==> src/rtl/rv_pipe_pkg.sv <==
`default_nettype none
// ============================================================================
// Module      : rv_pipe_pkg
// Description : Shared definitions for the RISC-V pipeline: the packed
//               control-bundle layout, the default register-address width,
//               the bubble control value and a load-detection helper.
// Revision    : 1.0  initial release
// ============================================================================
package rv_pipe_pkg;

  // Control bundle: {ALUSrc, mem2reg, RegWrite, memRead, memWrite, branch, ALUOp[1:0]}
  localparam int CTRL_W        = 8;
  localparam int CTRL_ALUSRC   = 7;
  localparam int CTRL_MEM2REG  = 6;
  localparam int CTRL_REGWRITE = 5;
  localparam int CTRL_MEMREAD  = 4;
  localparam int CTRL_MEMWRITE = 3;
  localparam int CTRL_BRANCH   = 2;
  localparam int CTRL_ALUOP_HI = 1;
  localparam int CTRL_ALUOP_LO = 0;

  localparam int REG_AW_DEF = 5;

  localparam logic [CTRL_W-1:0] CTRL_BUBBLE = '0;

  // An entry only counts as a load when it is real, reads memory and
  // targets a register other than x0.
  function automatic logic is_load(input logic              valid,
                                   input logic [CTRL_W-1:0] ctrl,
                                   input logic              rd_nonzero);
    return valid & ctrl[CTRL_MEMREAD] & rd_nonzero;
  endfunction

endpackage
`default_nettype wire

==> src/rtl/load_hazard_tracker.sv <==
`default_nettype none
// ============================================================================
// Module      : load_hazard_tracker
// Description : Tracks recent loads across a LOAD_LAT-deep window and flags a
//               load-use hazard for the instruction sitting in ID.
//               Slot 0 is supplied by the ID/EX register; slots 1..LOAD_LAT-1
//               are a local shadow shift register that advances with EX.
// Ports       : clk, rst          clock, async active-high reset
//               advance           EX accepted an entry this cycle
//               slot0_load/rd     load info of the current ID/EX entry
//               id_valid, flush   ID qualification
//               uses_rs1/2, rs1/2 source usage and addresses of ID instr
//               load_use          hazard: ID must not issue this cycle
// Revision    : 1.0  initial release
// ============================================================================
module load_hazard_tracker #(
  parameter int REG_AW   = 5,
  parameter int LOAD_LAT = 1
) (
  input  logic              clk,
  input  logic              rst,
  input  logic              advance,
  input  logic              slot0_load,
  input  logic [REG_AW-1:0] slot0_rd,
  input  logic              id_valid,
  input  logic              flush,
  input  logic              uses_rs1,
  input  logic              uses_rs2,
  input  logic [REG_AW-1:0] rs1,
  input  logic [REG_AW-1:0] rs2,
  output logic              load_use
);

  // Flattened window: bit/field i describes slot i (0 = ID/EX register).
  logic [LOAD_LAT-1:0]        w_win_v;
  logic [LOAD_LAT*REG_AW-1:0] w_win_rd;
  logic                       w_hit1;
  logic                       w_hit2;

  generate
    if (LOAD_LAT > 1) begin : g_shadow
      logic [LOAD_LAT-2:0]            r_sh_v;
      logic [(LOAD_LAT-1)*REG_AW-1:0] r_sh_rd;

      always_ff @(posedge clk or posedge rst) begin
        if (rst) begin
          r_sh_v  <= '0;
          r_sh_rd <= '0;
        end else if (advance) begin
          r_sh_v[0]            <= slot0_load;
          r_sh_rd[0 +: REG_AW] <= slot0_load ? slot0_rd : '0;
          for (int i = 1; i < LOAD_LAT-1; i++) begin
            r_sh_v[i]                   <= r_sh_v[i-1];
            r_sh_rd[i*REG_AW +: REG_AW] <= r_sh_rd[(i-1)*REG_AW +: REG_AW];
          end
        end
      end

      assign w_win_v  = {r_sh_v, slot0_load};
      assign w_win_rd = {r_sh_rd, slot0_rd};
    end else begin : g_no_shadow
      assign w_win_v  = slot0_load;
      assign w_win_rd = slot0_rd;
    end
  endgenerate

  always_comb begin
    w_hit1 = 1'b0;
    w_hit2 = 1'b0;
    for (int i = 0; i < LOAD_LAT; i++) begin
      if (w_win_v[i] && (w_win_rd[i*REG_AW +: REG_AW] == rs1)) w_hit1 = 1'b1;
      if (w_win_v[i] && (w_win_rd[i*REG_AW +: REG_AW] == rs2)) w_hit2 = 1'b1;
    end
  end

  // x0 is hardwired zero, so a read of x0 never depends on a load.
  assign load_use = id_valid & ~flush &
                    ((uses_rs1 & (rs1 != '0) & w_hit1) |
                     (uses_rs2 & (rs2 != '0) & w_hit2));

endmodule
`default_nettype wire

==> src/rtl/id_ex_hazard_stage.sv <==
`default_nettype none
// ============================================================================
// Module      : id_ex_hazard_stage
// Description : Hazard-aware ID/EX pipeline register. Registers decoded
//               operands/control toward EX, inserts bubbles on load-use
//               hazards and redirect flushes, honours EX back-pressure and
//               counts load-use bubble cycles (saturating).
// Ports       : clk, rst                     clock, async active-high reset
//               id_*                         decoded instruction from ID
//               ex_ready, flush              EX acceptance, redirect kill
//               stall_ifid                   hold PC and IF/ID
//               ex_*                         registered ID/EX entry
//               stall_cnt                    load-use bubble counter
// Revision    : 1.0  initial release
// ============================================================================
module id_ex_hazard_stage #(
  parameter int XLEN     = 32,
  parameter int REG_AW   = rv_pipe_pkg::REG_AW_DEF,
  parameter int CTRL_W   = rv_pipe_pkg::CTRL_W,
  parameter int LOAD_LAT = 1,
  parameter int CNT_W    = 16
) (
  input  logic              clk,
  input  logic              rst,
  input  logic              id_valid,
  input  logic [31:0]       id_instr,
  input  logic [XLEN-1:0]   id_pc,
  input  logic [XLEN-1:0]   id_rs1_data,
  input  logic [XLEN-1:0]   id_rs2_data,
  input  logic [XLEN-1:0]   id_imm,
  input  logic [CTRL_W-1:0] id_ctrl,
  input  logic              id_uses_rs1,
  input  logic              id_uses_rs2,
  input  logic              ex_ready,
  input  logic              flush,
  output logic              stall_ifid,
  output logic              ex_valid,
  output logic [XLEN-1:0]   ex_pc,
  output logic [XLEN-1:0]   ex_rs1_data,
  output logic [XLEN-1:0]   ex_rs2_data,
  output logic [XLEN-1:0]   ex_imm,
  output logic [31:0]       ex_instr,
  output logic [CTRL_W-1:0] ex_ctrl,
  output logic [REG_AW-1:0] ex_rd,
  output logic [REG_AW-1:0] ex_rs1,
  output logic [REG_AW-1:0] ex_rs2,
  output logic [CNT_W-1:0]  stall_cnt
);

  import rv_pipe_pkg::*;

  logic              r_valid;
  logic [XLEN-1:0]   r_pc;
  logic [XLEN-1:0]   r_rs1_data;
  logic [XLEN-1:0]   r_rs2_data;
  logic [XLEN-1:0]   r_imm;
  logic [31:0]       r_instr;
  logic [CTRL_W-1:0] r_ctrl;
  logic [REG_AW-1:0] r_rd;
  logic [REG_AW-1:0] r_rs1;
  logic [REG_AW-1:0] r_rs2;
  logic [CNT_W-1:0]  r_stall_cnt;

  logic              w_load_use;
  logic              w_slot0_load;
  logic [REG_AW-1:0] w_id_rs1;
  logic [REG_AW-1:0] w_id_rs2;
  logic [REG_AW-1:0] w_id_rd;

  assign w_id_rd  = id_instr[7 +: REG_AW];
  assign w_id_rs1 = id_instr[15 +: REG_AW];
  assign w_id_rs2 = id_instr[20 +: REG_AW];

  assign w_slot0_load = is_load(r_valid, r_ctrl, r_rd != '0);

  load_hazard_tracker #(
    .REG_AW   (REG_AW),
    .LOAD_LAT (LOAD_LAT)
  ) u_tracker (
    .clk        (clk),
    .rst        (rst),
    .advance    (ex_ready),
    .slot0_load (w_slot0_load),
    .slot0_rd   (r_rd),
    .id_valid   (id_valid),
    .flush      (flush),
    .uses_rs1   (id_uses_rs1),
    .uses_rs2   (id_uses_rs2),
    .rs1        (w_id_rs1),
    .rs2        (w_id_rs2),
    .load_use   (w_load_use)
  );

  // A redirect overrides both the hazard and back-pressure holds: the ID
  // instruction is dead, so IF must move on to the new target.
  assign stall_ifid = (w_load_use | ~ex_ready) & ~flush;

  always_ff @(posedge clk or posedge rst) begin
    if (rst) begin
      r_valid     <= 1'b0;
      r_pc        <= '0;
      r_rs1_data  <= '0;
      r_rs2_data  <= '0;
      r_imm       <= '0;
      r_instr     <= '0;
      r_ctrl      <= CTRL_BUBBLE;
      r_rd        <= '0;
      r_rs1       <= '0;
      r_rs2       <= '0;
      r_stall_cnt <= '0;
    end else if (ex_ready) begin
      // Data fields always follow ID; they are meaningless in a bubble.
      r_pc       <= id_pc;
      r_rs1_data <= id_rs1_data;
      r_rs2_data <= id_rs2_data;
      r_imm      <= id_imm;
      r_instr    <= id_instr;
      r_rs1      <= w_id_rs1;
      r_rs2      <= w_id_rs2;
      // w_load_use is already masked by flush.
      if (flush || w_load_use) begin
        r_valid <= 1'b0;
        r_ctrl  <= CTRL_BUBBLE;
        r_rd    <= '0;
      end else begin
        r_valid <= id_valid;
        r_ctrl  <= id_valid ? id_ctrl : CTRL_BUBBLE;
        r_rd    <= w_id_rd;
      end
      if (w_load_use && (r_stall_cnt != {CNT_W{1'b1}})) begin
        r_stall_cnt <= r_stall_cnt + CNT_W'(1);
      end
    end
  end

  assign ex_valid    = r_valid;
  assign ex_pc       = r_pc;
  assign ex_rs1_data = r_rs1_data;
  assign ex_rs2_data = r_rs2_data;
  assign ex_imm      = r_imm;
  assign ex_instr    = r_instr;
  assign ex_ctrl     = r_ctrl;
  assign ex_rd       = r_rd;
  assign ex_rs1      = r_rs1;
  assign ex_rs2      = r_rs2;
  assign stall_cnt   = r_stall_cnt;

endmodule
`default_nettype wire

==> config.mk <==
export PLATFORM = sky130hd
export DESIGN_NAME = id_ex_hazard_stage
export DESIGN_NICKNAME = d
export VERILOG_FILES = /design/src/rtl/rv_pipe_pkg.sv /design/src/rtl/load_hazard_tracker.sv /design/src/rtl/id_ex_hazard_stage.sv
export SDC_FILE = /design/constraint.sdc
export NUM_CORES = 1
export LEC_CHECK = 0
export ABC_AREA = 1
export CORE_MARGIN = 4
export CORE_UTILIZATION = 40
export DETAILED_ROUTE_END_ITERATION = 8
export PLACE_DENSITY = 0.89
export SLEW_MARGIN = 20
export SYNTH_ARGS = -nofsm -noshare
export SYNTH_HDL_FRONTEND = slang
export SYNTH_SLANG_ARGS = --single-unit
==> constraint.sdc <==
create_clock -name clk -period 8.6 [get_ports clk]
set_clock_uncertainty 0.05 [all_clocks]
set_input_delay 1.72 -clock clk [delete_from_list [all_inputs] [get_ports clk]]
set_output_delay 1.72 -clock clk [all_outputs]
set_load 0.05 [all_outputs]
---- Word level (Yosys, flattened, before mapping) ----
Cells that the tools add are included.
operators by class
  add/sub/neg operators ................... 1
  equal/unequal tests ..................... 3
  multiplexer cells ....................... 6
  bitwise logic cells ..................... 13
  reduce and logical (&&, ||, !) cells .... 8
operator list
  cell                                                             number
  16-bit by 1-bit adder with 16-bit output, second input constant  1
  8-bit two-way mux                                                2
  16-bit inequality test, second input constant                    1
  5-bit nonzero test                                               3
  5-bit equality test                                              2
  1-bit bitwise AND                                                9
  5-bit two-way mux                                                1
  1-bit logical AND                                                3
  1-bit two-way mux                                                3
  1-bit NOT                                                        2
  1-bit bitwise OR                                                 2
  2-bit AND reduction                                              1
  1-bit logical OR                                                 1
storage, ports and cells
  register bits after elaboration ......... 200
  bits of input ports ..................... 175
  output and inout port bits .............. 201
  logic and storage cells ................. 42

---- Logic depth before layout (Yosys ltp) ----
  word-level depth ........................ 9
  mapped depth ............................ 13
  gate-level depth less buffers ........... 13

---- By module ----
Synthesis repeated with hierarchy kept, for this count alone.
unflattened totals
  cell total of the unflattened synthesis .. 965
  area, all modules ....................... 7965.1 um^2
modules (own cells, without submodules)
  module               instances  cells an instance  area an instance (um^2)  sequential area each (um^2)
  id_ex_hazard_stage   1          909                7729.9                   4754.6
  load_hazard_tracker  1          56                 235.2                    0.0

---- Worst setup path after synthesis ----
Ideal clock, no wire load.
  path kind ............................... input port to output port
  start point ............................. input port id_instr[21]
  end point ............................... output port stall_ifid
  data arrival time ....................... 3054 ps
  data required time ...................... 6830 ps
  slack ................................... 3776 ps
  stages on the path ...................... 9
  path buffers ............................ 0
  cell sequence ........................... inv_1 nand2_1 nand2_1 nand2_1 nor2_2 nand2_2 nand2_4 nand2_1 a21oi_1
on the way
  longest elaborated chain between the ends .. 8
  elaborated cells between the ends (all ways) .. 10
  those cells by class .................... eq/ne (1); mux (1); bitwise (6); reduce/logical (2)
RTL lines
  what                   RTL line                   source
  start, declared        id_ex_hazard_stage.sv:26   input logic [31:0] id_instr,
  5-bit equality test    load_hazard_tracker.sv:72  if (w_win_v[i] && (w_win_rd[i*REG_AW +: REG_AW] == rs2)) w_hit2 = 1'b1;
  1-bit logical AND      load_hazard_tracker.sv:72
  1-bit two-way mux      load_hazard_tracker.sv:72
  1-bit bitwise AND (*)  load_hazard_tracker.sv:79  (uses_rs2 & (rs2 != '0) & w_hit2));
  1-bit bitwise OR (*)   load_hazard_tracker.sv:78  ((uses_rs1 & (rs1 != '0) & w_hit1) |
  1-bit bitwise AND (*)  load_hazard_tracker.sv:77  assign load_use = id_valid & ~flush &
  1-bit bitwise OR (*)   id_ex_hazard_stage.sv:96   assign stall_ifid = (w_load_use | ~ex_ready) & ~flush;
  1-bit bitwise AND (*)  id_ex_hazard_stage.sv:96
  end, declared          id_ex_hazard_stage.sv:36   output logic stall_ifid,
Mark *: on every way between the ends. The rest lies on a longest branch, timed or not.

---- Worst setup path after layout ----
  start point ............................. input port flush
  end point ............................... output port stall_ifid
on the way
  longest elaborated chain between the ends .. 5
RTL lines
  what                            RTL line                                             source
  start, declared                 id_ex_hazard_stage.sv:35                             input logic flush,
  1-bit NOT (*)                   load_hazard_tracker.sv:77, id_ex_hazard_stage.sv:96
  1-bit bitwise AND (2 in a row)  load_hazard_tracker.sv:77
  1-bit bitwise OR                id_ex_hazard_stage.sv:96
  1-bit bitwise AND (*)           id_ex_hazard_stage.sv:96
Marks and branches as above.

==> qor.yml <==
synth_cell_type_count: 35
rr_worst_depth: 7
r2r_end: "ex_rd[4]"
drtIter0Drc: 399
holdWs_ns: 0.421
final_nets: 1463
rsz0062_at_grt: "no"
vias: 7386
internal_power_uw: 1620
layout-drive-gt1-share_pct: 5.46
ctsLongestPathBuffers: 2
timing.rr.start: "ex_rd[0]"
cp-endpoint: "stall_ifid"
p_per_area_nw_per_um2: 199
cts_buffers: 17
finalSetupViolations: 0
drc: 0
ys_seq_elements: 190
period_needed_ns: 5.96
tritoncts: "built"
start_util_pct: 40.6
swShare_pct: 34.2
power_frac_comb_pct: 26.6
cp.required_ns: 6.83
via_per_inst: 4.71
postLayoutCellArea_um2: 12400
numClockSinks: 190
fmax_mhz: 168
grt_pass1_vias: 7527
gp_congestion: 0.944
fin_crit_sh_pct: 69.3
areaGrowthSynthToFinish_pct: 56.7
dp_hpwl_um: 19300
drt-total-wl_um: 26000
die_w_um: 149
worst-setup-path-type: "input port to output port"
fp.dieH_um: 149
pin_count: 376
dpl_cell_area_um2: 11800
finalHoldViolCount: 0
worst_ir_drop_vdd_uv: 127
synth_cells: 938
final_core_util_pct: 63.7
post_cts_buffers: 0
synth_edf_count: 0
track_usage_pct: 22.9
grt_overflow_total: 0
drt-pass1-iter-count: 5
worstMarginPinSlew_ns: 0.858
antenna_found_initial: 4
synth_flop_cell: "dfrtp_1"
num_rows: 51
ant_nets: 0
hold_class: "flop to flop"
netSwitchingPower_uw: 843
place.port_buffers: 375
routedWlPerCell_um: 16.6
maxSlewViolCount: 0
core_area_um2: 19500
clkLatencyLatePin_ns: 0.43
cts_htree_levels: 4
pwr-share-clk_pct: 32.5
path_max_fanout: 12
tns_ns: 0
postSynth.asyncResetShare_pct: 100
worst-endpoint-arrival_ns: 4.19
cts_hold_buffers: 0
grt_pass1_wl_um: 39500
maxSlewHeadroom_pct: 42.8
syn_nets: 1114
cap_violations: 0
endpoint_kind: "output port"
p_leak_uw: 0.00620
ctsResizeCount: 0
yosysSeqAreaShare_pct: 60.1
avgSynthCellArea_um2: 8.43
rrSetupSlack_ns: 6.62
synth_area_um2: 7910
die_area_um2: 22100
p_seq_share_pct: 40.9
clk_pin_slew_ns: 0.07
yosysWarningCount: 0
cp-start-kind: "input port"
status: "finished clean"
startpoint: "flush"
grt_max_degree: 112
cts_root_buf: "clkbuf_16"
==> synthesized netlist by cell type (2+ instances only) <==
cell type	n	area share, %
nor2_1	30	1.4
nand2_1	533	25
buf_4	11	1.0
clkbuf_1	23	1.1
dfrtp_1	190	60
o21ai_0	18	1.1
nor2_2	5	0.40
xnor2_1	2	0.22
nand4_2	7	1.1
nand3_2	4	0.51
buf_2	13	0.82
nand2_2	4	0.32
nor3_1	5	0.32
inv_2	6	0.28
inv_1	52	2.5
o21ai_1	2	0.13
nand3_1	7	0.44
o22ai_1	5	0.40
nand4_1	5	0.40
==> layer usage <==
layer | track usage (%) | wire, um
met1 | 25.4 | 9410
met2 | 39.6 | 13000
met3 | 8.38 | 2620
met4 | 9.79 | 935
met5 | 0 | 0
==> metrics by stage <==
stage          power, uW  setup WS, ns  std cells
3_3_place_gp        1670          2.77       1533
3_5_place_dp        1680          2.69       1533
2_1_floorplan       1400          1.66        938
4_1_cts             2490          2.67       1565
6_report            2470          2.64       1569
5_1_grt             2560          2.51       1569
==> worst max-delay path: stages <==
cell             delay [ns]
clkdlybuf4s50_1        0.46
nor2_1                 0.21
nand4_1                0.12
inv_1                  0.47
nand2_1                0.21
a21oi_1                0.18
clkdlybuf4s50_1        0.82
==> sequential cells by signal (all words and copies together) (netlist names) <==
| signal | count |
|---|---|
| ex_ctrl | 8 |
| ex_imm | 32 |
| ex_instr | 32 |
| ex_pc | 32 |
| ex_rd | 5 |
| ex_rs1_data | 32 |
| ex_rs2_data | 32 |
| ex_valid | 1 |
| stall_cnt | 16 |
==> layout make-up <==
| cell class | instances | area, um2 |
|---|---|---|
| Fill cell | 1537 | 7070 |
| Sequential cell | 190 | 4750 |
| Antenna cell | 4 | 10.0 |
| Inverter | 59 | 236 |
| Timing Repair Buffer | 379 | 3780 |
| Clock inverter | 13 | 148 |
| Multi-Input combinational cell | 640 | 2670 |
| Tap cell | 265 | 332 |
| Clock buffer | 19 | 453 |
==> power by group through the flow <==
stage	logic [uW]	clock network [uW]	registers, uW
after floorplan	131	0	1270
after global placement	651	0	1020
after detailed placement	660	0	1020
after CTS	662	816	1010
after global routing	690	856	1020
final	656	802	1010
==> cell families after synthesis <==
group / Yosys count / synth area share [%]
AO/OA/AOI/OAI: 29 / 2.07
XOR/XNOR: 2 / 0.222
adder cells (fa/ha/maj): 1 / 0.158
buffers and inverters: 108 / 6.09
flip-flops: 190 / 60.1
AND/OR/NAND/NOR: 608 / 31.3
==> worst min-delay path by stage <==
stage               cells past startpoint          from  slack, ns            to
floorplan                               2     ex_pc[10]       0.70     ex_pc[10]
global placement                        2  ex_instr[11]       0.40  ex_instr[11]
detailed placement                      2     ex_imm[4]       0.41     ex_imm[4]
CTS                                     2     ex_pc[25]       0.43     ex_pc[25]
global route                            2    ex_imm[11]       0.44    ex_imm[11]
finish                                  2    ex_imm[19]       0.42    ex_imm[19]
==> cells in the final DEF (no fill, tap or decap), drive strengths merged, types with 4 or more instances in the layout <==
master         count
clkbuf            19
diode              4
o21ai             20
buf                5
nand2            538
nor2              36
nand4             13
inv               64
dfrtp            190
clkinv             5
clkdlybuf4s50    374
nor3               5
nand3             12
o22ai              5
(Power assumes the default switching activity.)
